===== src/rtl/cpu6502_pkg.sv =====
// Shared 6502 datapath definitions: widths, bus precharge value and the
// program-counter unit state encoding.
package cpu6502_pkg;

  localparam int unsigned BYTE_W = 8;
  localparam int unsigned ADDR_W = 16;

  localparam logic [BYTE_W-1:0] BUS_IDLE_DEFAULT = 8'hFF;

  typedef enum logic {
    PC_IDLE  = 1'b0,
    PC_FIXUP = 1'b1
  } pc_state_t;

endpackage


===== src/rtl/pc_inc16.sv =====
// PC source select ({ADH or PCH, PCLS}) followed by the 16-bit incrementer;
// carry7 flags a carry out of the low byte.
module pc_inc16
  import cpu6502_pkg::*;
(
  input  logic [BYTE_W-1:0] pch,
  input  logic [BYTE_W-1:0] adh_data,
  input  logic              adh_load,
  input  logic [BYTE_W-1:0] pcls_data,
  input  logic              inc,
  output logic [ADDR_W-1:0] sum,
  output logic              carry7
);

  logic [ADDR_W-1:0] sel;
  logic [BYTE_W:0]   low_sum;

  always_comb begin
    sel     = {(adh_load ? adh_data : pch), pcls_data};
    low_sum = {1'b0, pcls_data} + {{BYTE_W{1'b0}}, inc};
    sum     = sel + {{(ADDR_W-1){1'b0}}, inc};
    carry7  = low_sum[BYTE_W];
  end

endmodule


===== src/rtl/pc_unit.sv =====
// 6502 program counter: 16-bit increment, relative branch with a one-cycle
// PCH fix-up on page crossing, and PC byte drives onto ADL/ADH/DB.
module pc_unit
  import cpu6502_pkg::*;
#(
  parameter logic [ADDR_W-1:0] RESET_PC = 16'h0000,
  parameter logic [BYTE_W-1:0] BUS_IDLE = BUS_IDLE_DEFAULT
) (
  input  logic              CLK,
  input  logic              RST_N,
  input  logic [BYTE_W-1:0] PCLS_DATA,
  input  logic [BYTE_W-1:0] ADH_DATA,
  input  logic              ADH_LOAD,
  input  logic              UPDATE,
  input  logic              INC,
  input  logic              BRANCH,
  input  logic [BYTE_W-1:0] OFFSET,
  input  logic              PCL_ADL_EN,
  input  logic              PCH_ADH_EN,
  input  logic              PCL_DB_EN,
  input  logic              PCH_DB_EN,
  output logic [BYTE_W-1:0] PCL_OUT,
  output logic [BYTE_W-1:0] PCH_OUT,
  output logic [BYTE_W-1:0] ADL_OUT,
  output logic [BYTE_W-1:0] ADH_OUT,
  output logic [BYTE_W-1:0] DB_OUT,
  output logic              BUSY,
  output logic              PAGE_CROSS
);

  pc_state_t         state, next_state;
  logic [BYTE_W-1:0] pcl, pch;
  logic              page_cross;
  logic              dir_back;

  logic [ADDR_W-1:0] inc_sum;
  logic              inc_carry7;
  logic [BYTE_W-1:0] br_sum;
  logic              br_carry;
  logic              br_cross;

  pc_inc16 u_inc16 (
    .pch       (pch),
    .adh_data  (ADH_DATA),
    .adh_load  (ADH_LOAD),
    .pcls_data (PCLS_DATA),
    .inc       (INC),
    .sum       (inc_sum),
    .carry7    (inc_carry7)
  );

  // A forward branch crosses on carry; a backward one crosses when the
  // sign-extended add fails to carry (i.e. the low byte borrowed).
  always_comb begin
    {br_carry, br_sum} = {1'b0, PCLS_DATA} + {1'b0, OFFSET};
    br_cross           = OFFSET[BYTE_W-1] ? ~br_carry : br_carry;
  end

  always_ff @(posedge CLK) begin
    if (!RST_N) state <= PC_IDLE;
    else        state <= next_state;
  end

  always_comb begin
    next_state = state;
    case (state)
      PC_IDLE:  if (UPDATE && BRANCH && br_cross) next_state = PC_FIXUP;
      PC_FIXUP: next_state = PC_IDLE;
      default:  next_state = PC_IDLE;
    endcase
  end

  always_comb begin
    BUSY = (state == PC_FIXUP);
  end

  always_ff @(posedge CLK) begin
    if (!RST_N) begin
      pcl        <= RESET_PC[BYTE_W-1:0];
      pch        <= RESET_PC[ADDR_W-1:BYTE_W];
      page_cross <= 1'b0;
      dir_back   <= 1'b0;
    end else begin
      case (state)
        PC_IDLE: begin
          if (UPDATE && BRANCH) begin
            pcl        <= br_sum;
            page_cross <= br_cross;
            if (br_cross) dir_back <= OFFSET[BYTE_W-1];
          end else if (UPDATE) begin
            {pch, pcl} <= inc_sum;
            page_cross <= inc_carry7;
          end else begin
            page_cross <= 1'b0;
          end
        end
        PC_FIXUP: begin
          pch        <= dir_back ? pch - 8'd1 : pch + 8'd1;
          page_cross <= 1'b0;
          dir_back   <= 1'b0;
        end
        default: page_cross <= 1'b0;
      endcase
    end
  end

  always_comb begin
    PCL_OUT    = pcl;
    PCH_OUT    = pch;
    PAGE_CROSS = page_cross;
    ADL_OUT    = PCL_ADL_EN ? pcl : BUS_IDLE;
    ADH_OUT    = PCH_ADH_EN ? pch : BUS_IDLE;
    DB_OUT     = PCL_DB_EN ? pcl : (PCH_DB_EN ? pch : BUS_IDLE);
  end

endmodule


===== config.mk =====
export PLATFORM = sky130hd
export DESIGN_NAME = pc_unit
export DESIGN_NICKNAME = d
export VERILOG_FILES = /design/src/rtl/cpu6502_pkg.sv /design/src/rtl/pc_inc16.sv /design/src/rtl/pc_unit.sv
export SDC_FILE = /design/constraint.sdc
export NUM_CORES = 1
export LEC_CHECK = 0
export BUFFER_PORTS_ARGS = -buffer_cell sky130_fd_sc_hd__clkbuf_2
export CORE_AREA = 5 5 76 78
export CTS_CLUSTER_DIAMETER = 60
export DETAILED_ROUTE_END_ITERATION = 8
export DIE_AREA = 0 0 81 83
export PLACE_DENSITY = 0.75
export SLEW_MARGIN = 30
export SYNTH_ARGS = -nofsm -noshare
export SYNTH_HDL_FRONTEND = slang
export SYNTH_HIERARCHICAL = 1
export SYNTH_SLANG_ARGS = --single-unit
export TNS_END_PERCENT = 1

===== constraint.sdc =====
create_clock -name CLK -period 1.77 [get_ports CLK]
set_clock_uncertainty 0.2 [all_clocks]
set_input_delay 0.0885 -clock CLK [delete_from_list [all_inputs] [get_ports CLK]]
set_output_delay 0.0885 -clock CLK [all_outputs]
set_load 0.05 [all_outputs]

==> results of run 1 <==
## power by group through the flow
stage / Clock (uW) / Sequential [uW] / Combinational (uW)
after floorplan: 0 / 616 / 527
after global placement: 0 / 516 / 935
after detailed placement: 0 / 516 / 951
after CTS: 321 / 502 / 982
after global routing: 347 / 508 / 1050
final: 317 / 504 / 983
## registers in the layout, summed over array words and instances, names as in the netlist
| register | count |
|---|---|
| PCH_OUT | 8 |
| dir_back | 1 |
| PAGE_CROSS | 1 |
| PCL_OUT | 8 |
| BUSY | 1 |
## layout by cell type, fill, tap and decap left out, drive strengths merged, types with 3 or more instances in the layout
cell         instances
a211oi               6
a21o                 4
a21oi               24
and3                 5
buf                 53
clkbuf              78
dfxtp               19
dlygate4sd3          3
ha                  16
inv                 16
mux2i                9
nand2               36
nand2b              11
nand3               12
nand4                6
nand4b               3
nor2                13
nor2b                9
nor3b                9
o211a                3
o211ai               5
o21ai               17
xnor2               12
xor2                11
## cells by family (layout without fill, tap and decap cells)
kind of cell,Yosys count,after routing,share of synthesized area
buf+inv,29,150,0.0557
compound gates,75,75,0.238
simple gates,113,113,0.291
xor+xnor,23,23,0.0916
flops,19,19,0.173
fa+ha+maj,18,18,0.109
mux,9,9,0.0410
## tightest hold or removal path: stages
cell and delay (ns):
clkbuf_2 0.21, nand2_1 0.11, o211a_1 0.12
## per-stage QoR
stage / std cells / setup WS, ns / hold slack, ns / util
2_1_floorplan: 286 / -0.0983 / 0.0636 / -
3_3_place_gp: 464 / -0.111 / 0.229 / 0.592
3_5_place_dp: 464 / -0.167 / 0.242 / 0.592
4_1_cts: 477 / -0.0325 / 0.0951 / 0.621
5_1_grt: 477 / -0.179 / 0.141 / 0.624
6_report: 477 / -0.0676 / 0.0995 / 0.624
## timing repair
| item | in CTS | in global routing |
|---|---|---|
| setup endpoints to repair | 5 | 6 |
| gates resized for setup | 9 | 5 |
| pin swaps | 7 | 0 |
| buffers inserted | 6 | 0 |
| hold buffers | 3 | 0 |
| endpoints found under the hold margin | 5 | 0 |
## layer usage
layer / track usage / vias up
met3: 0.0357 / 16
met1: 0.251 / 1199
met2: 0.379 / 89
met4: 0.0768 / 0
met5: 0 / -
li1: - / 1276
## cell type report
cell class              count  area, sq um
repair buffers            131          811
well taps                  70         87.6
fillers                   486         1890
clock inverters             1         6.26
inverters                  15         56.3
multi-input cells         238         1720
flip-flops and latches     19          399
clock buffers               3         41.3
## path summary, 6_finish.rpt
| check | startpoint | endpoint | slack [ns] | cells past startpoint |
|---|---|---|---|---|
| max | PCH_OUT[1] | PCH_OUT[7] | -0.07 | 8 |
| min reg2reg | PCL_OUT[4] | PCL_OUT[4] | 0.31 | 2 |
| max reg2reg | PCH_OUT[1] | PCH_OUT[7] | -0.07 | 8 |
| min | BRANCH | PCL_OUT[5] | 0.1 | 3 |
==> run summary, run 1 <==
Async set-or-reset flop fraction in the synthesized netlist: 0. Path category of the worst min-delay check: input port to flip-flop. The kind of capture point of the worst setup path was a flip-flop.

The final clock period utilization by the worst path is 1.04, and the routed wire length on met3 is 361 um. The count of nets left with antenna violations after detail routing is 0. Once detailed placement completed, the half-perimeter wirelength came to 5810 um.

The flow ran to the end, but the final reports show violations. The first global-routing pass estimated 11,600 um of wire. The final count of hold timing violations is 0, and the final max-slew violation count is 0.

VDD sags by at most 0.502 mV. The clock share of power is 0.176. The highest routed metal layer is met4.

Entering global routing, the biggest net connects 19 pins. The run gives 0.00312 sq mm as the finished layout cell area. Data required time at the worst endpoint: 1.72 ns. Initial core utilization: 0.439.

The switching portion of total power was 0.463; the number of different library cells in the post-synthesis netlist was 52. In this run the static leakage power is 0.00154 uW. After global routing the overflow that remains totals 0. Traced cell by cell, the critical path runs through nand4b_1 -> a211oi_2 -> nand3_1 -> xor2_1 -> nor2_1 -> nor2_1 -> o21ai_1 -> a21oi_1. The global router's overall resource usage is 0.214.

For this run, the post-layout net count is 460. The row count was 26; the final total power was 1800 uW. Ratio of cells with drive above 1 in the final layout: 0.391.

From synthesis to final layout, the design area changed by 42.0%. The run gives 0.00297 sq mm as the total cell area at the placement stage. The tree built by TritonCTS fans out to 19 sinks. In the synthesized netlist the dominant register cell turns out to be dfxtp_1. Power spread over the standard cell area amounts to 577 mW/mm^2. The share of power burned in registers was 0.279. TritonCTS built the clock tree. The die outline height was 83 um. Detailed routing inserted a total of 2,580 vias. The most frequent cell after synthesis is nand2_1. TritonCTS created 3 clock buffers. The tools report the least setup slack across all paths after layout as -0.0676 ns. The logs give 969 uW for the cell-internal power and 0 for the count of unresolved DRC violations after routing. The via count of the first global-routing pass was 2,512. The cell with the most instances on the worst path is nor2_1.

Setup repair after global routing could not meet its margin everywhere. The buffer type at the clock tree root is clkbuf_8. The die covers 0.00672 sq mm. The number of max-cap violations was 0.

The slowest stage of the critical path belongs to the cell dfxtp_4. Before antenna repair, the detailed router went through 4 iterations. Grouping stages by cell kind, the critical path spends the most delay in simple AND/OR/NAND/NOR gates. The net load switching power was 835 uW; the count of warnings emitted by yosys was 6. For the worst-skew pair, the clock arrives at the later sink with an insertion delay of 0.26 ns. For the pin with the worst max-slew slack, the measured transition is 0.446 ns.

In the post-synthesis netlist, the biggest area contributors are dfxtp_1 (17%), ha_1 (9.1%), nand2_1 (6.1%), a21oi_1 (5.0%), xnor2_1 (4.8%). The number of enable-type register cells in the synthesized netlist is 0, and the longest individual stage delay on the worst path is 0.40 ns. The run gives 2910 um as the total routed wire length on the met1 layer. The tools report the nature of the critical path startpoint as a flip-flop. The count of input and output buffers is 75, and the post-synthesis net count is 338. The path type of the worst setup path was flip-flop to flip-flop. Remaining max-slew budget at the tightest pin: 0.702.

Ranked by instance count, the synthesized netlist is headed by nand2_1 (36), a21oi_1 (22), dfxtp_1 (19), ha_1 (16), o21ai_0 (16). Total length of routed wires: 7100 um. The buffering stage count on the worst path with inverters included works out to 0. Data arrives at the worst endpoint at 1.78 ns. Share of the synthesized area in the top cell type: 0.173. The final reports fail on setup timing. The count of H-tree levels built during CTS was 1.

The maximum fanout count along the critical path works out to 7. The wire length per cell after detailed routing is 14.9 um. The longest clock path from root to sink contains 2 buffers. For this run, the top clock speed supported by timing is 544 MHz. For the number of primary I/O pins, the log shows 76. The number of standard cells after synthesis is 286. The number of antenna violations at the first check in global routing was 0. Dividing the synthesized area by the synthesized cell count gives 7.69 sq um. The tools report the relative contribution of combinational cells to total power as 0.545. The logs give 0.173 for the register area share after synthesis and 0.900 for the routability-driven placement congestion ratio. After synthesis the netlist holds a flip-flop and latch count of 19. Summed over all instances, the cell type with the most area after synthesis is dfxtp_1. 0 antenna diodes ended up in the layout. The per-cell via count in the routed design is 5.41. After clock tree synthesis, the clock-pin slew on the worst setup and hold paths is 0.08 ns. Time the final worst path needs with I/O delays and setup: 1.84 ns.

Setup violations remaining at the end of the flow were counted as 3. The die boundary width is 81 um, and the standard cell core area is 0.00501 sq mm. For the final routed database, the setup TNS stands at -0.0910 ns.

The routed length on met2 was 3620 um; the netlist area before placement was 0.00220 sq mm. After the first detailed-routing iteration, the DRC count stood at 103.
Note: power is estimated with default switching activity, not from simulation.
==> run 2, diff against run 1 <==
- SETUP_SLACK_MARGIN: not set -> 0.05
==> run summary, run 2 (synthesis results as in run 1) <==
The flow ran to the end, but the final reports show violations. The final reports fail on setup timing. For hold timing, the worst endpoint is PCL_OUT[5]. Highest ir drop seen on vdd: 0.503 mV.

For this run, the post-layout net count is 460. For this design the ratio of total power to cell area is 575 mW/mm^2. The run gives 0.696 as the remaining max-slew budget at the tightest pin.

The kind of cell with the highest combined delay on the critical path was simple AND/OR/NAND/NOR gates. The number of antenna diodes in the final layout is 0. Data arrives at the worst endpoint at 1.75 ns.

The clock share of power was 0.174; the cell count of the worst reg-to-reg path was 8. The switching portion of total power came out at 0.463. TritonCTS built the clock tree.

The initial core utilization was 0.439. The total area inside the core boundary comes to 0.00501 sq mm. After global routing the overflow that remains totals 0.

The maximum buffer depth of the clock tree was 2. At the later pin of the worst-skew pair, clock insertion delay measures 0.26 ns. After clock tree synthesis, the clock-pin slew on the worst setup and hold paths is 0.08 ns.

Longest individual stage delay on the worst path: 0.40 ns. The worst hold path begins at BRANCH. The run gives 973 uW as the cell-internal power.

Traced cell by cell, the critical path runs through nand4b_1 -> a211oi_2 -> nand3_1 -> xor2_1 -> nor2_1 -> nor2_1 -> o21ai_1 -> a21oi_1. After detailed routing, the number of remaining DRC violations is 0. The data required time at the worst endpoint is 1.71 ns, and the count of nets left with antenna violations after detail routing is 0. Counting stages on the worst path, the most repeated cell is nor2_1.

Time the final worst path needs with I/O delays and setup: 1.81 ns. The run gives 0.547 as the relative contribution of combinational cells to total power. The tools report the launching point of the worst reg2reg path as PCH_OUT[1]. The tree is rooted in a clkbuf_8. The final max-slew violation count is 0, and the count of input and output buffers is 75. Static timing analysis puts the maximum clock frequency at 552 MHz. The first TritonRoute pass finished after 4 iterations. The die boundary width was 81 um.

The tools report the kind of capture point of the worst setup path as a flip-flop. The ratio of cells with drive above 1 in the final layout was 0.398. The worst register-to-register path ends at PCH_OUT[7]. Along the worst path, the maximum fanout reaches 7.

The logs give 0 for the number of antenna violations at the first check in global routing and 0.628 for the final core utilization. In this run the power spent charging and discharging nets is 838 uW. Relative to the synthesized area, the layout overhead comes to 43.1%. At the end of routability-driven placement, the weighted congestion stood at 0.900. For flop-to-flop paths, the worst setup slack is -0.04 ns.

Before CTS, the worst setup slack after placement is -0.167 ns. Per-cell via count in the routed design: 5.47. For this design, the sink count on the clock tree is 19.

In this run the static leakage power is 0.00155 uW. The total length of routed wires was 7140 um. The final count of hold timing violations is 0. The path type of the worst setup path was flip-flop to flip-flop. The tool flagged a number of max-cap violations equal to 0. The final clock period utilization by the worst path works out to 1.02. The via count of the first global-routing pass is 2,523, and the number of stages on the worst hold path is 3. The first routing iteration left 104 violations.

The die covers 0.00672 sq mm. Setup repair after global routing could not meet its margin everywhere. 76 I/O pins were placed. The library cell used most frequently in the layout, excluding fill and tap cells, is clkbuf_2. The share of power burned in registers came out at 0.278.

The setup violation total in the final timing report was 3; the row count was 26. The global router's overall resource usage is 0.214. Leaving out fill and tap cells, the most frequent cells in the layout are clkbuf_2 (73), buf_4 (51), nand2_1 (36). The die outline height came out at 83 um.

Nature of the critical path startpoint: a flip-flop. The HPWL after detailed placement is 5810 um. The least setup slack across all paths after layout is -0.0408 ns, and the pin count of the biggest net entering global routing is 19. Clock tree synthesis inserted a total of 3 buffers. The tightest hold path in the finished design has a slack of 0.0945 ns.

At the pin with the least slew margin, the transition time is 0.454 ns. The path class of the tightest hold or removal check is input port to flip-flop. The final total power is 1810 uW. Standard cell with the maximum stage delay on the critical path: dfxtp_4. The count of H-tree levels built during CTS was 1; the buffering stage count on the worst path with inverters included was 0. The wire length of the first global-routing pass came out at 11,600 um. Summing over every cut layer, the via total after detailed routing is 2,608. The wire length per cell after detailed routing was 15.0 um.
run 2: what timing repair did:
| action | in CTS | in global routing |
|---|---|---|
| hold endpoints to repair | 5 | 0 |
| gates resized for setup | 11 | 8 |
| pin swaps | 13 | 1 |
| setup endpoints to repair | 5 | 12 |
| hold buffers | 3 | 0 |
| setup buffers | 6 | 0 |
run 2: layout make-up:
class	instances	area (sq um)
flip-flops and latches	19	399
fillers	479	1860
well taps	70	87.6
clock inverters	1	6.26
clock buffers	3	41.3
multi-input cells	238	1750
repair buffers	131	811
inverters	15	56.3
run 2: worst max path at each step:
stage            startpoint         end  depth (start not counted)
5_1_grt          PCH_OUT[1]  PCH_OUT[7]                          8
6_report         PCH_OUT[1]  PCH_OUT[7]                          8
2_1_floorplan    PCH_OUT[7]   DB_OUT[7]                          2
4_1_cts          PCH_OUT[1]  PCH_OUT[5]                          7
3_5_place_dp   PCLS_DATA[0]  PAGE_CROSS                          9
3_3_place_gp   PCLS_DATA[0]  PAGE_CROSS                          9
run 2: metrics by stage:
step                TNS, ns  instances  area [sq um]
floorplan            -0.551        286          2220
global placement     -0.426        464          2970
detailed placement   -0.960        464          2970
CTS                 -0.0376        477          3120
global route         -0.490        477          3150
finish              -0.0695        477          3150
run 2: power by group through the flow:
stage                     logic (uW)  registers [uW]  clock network (uW)
after global routing            1060             508                 347
after global placement           935             516                   0
after floorplan                  527             616                   0
after detailed placement         951             516                   0
final                            991             504                 316
after CTS                        984             502                 321
run 2: per-layer routing:
layer  vias to the layer above  share of wire  track usage
met3                        20          0.061       0.0357
met2                       105           0.51        0.380
met5                         -              0            0
met1                      1208           0.39        0.252
met4                         0          0.035       0.0799
li1                       1275              -            -
run 2: worst register-to-register path: stages (launching register included):
cell and delay [ns]:
dfxtp_4 0.40, nand4b_1 0.13, a211oi_2 0.29, nand3_1 0.16
xor2_1 0.17, nor2_1 0.12, nor2_1 0.07, o21ai_1 0.13
a21oi_1 0.05
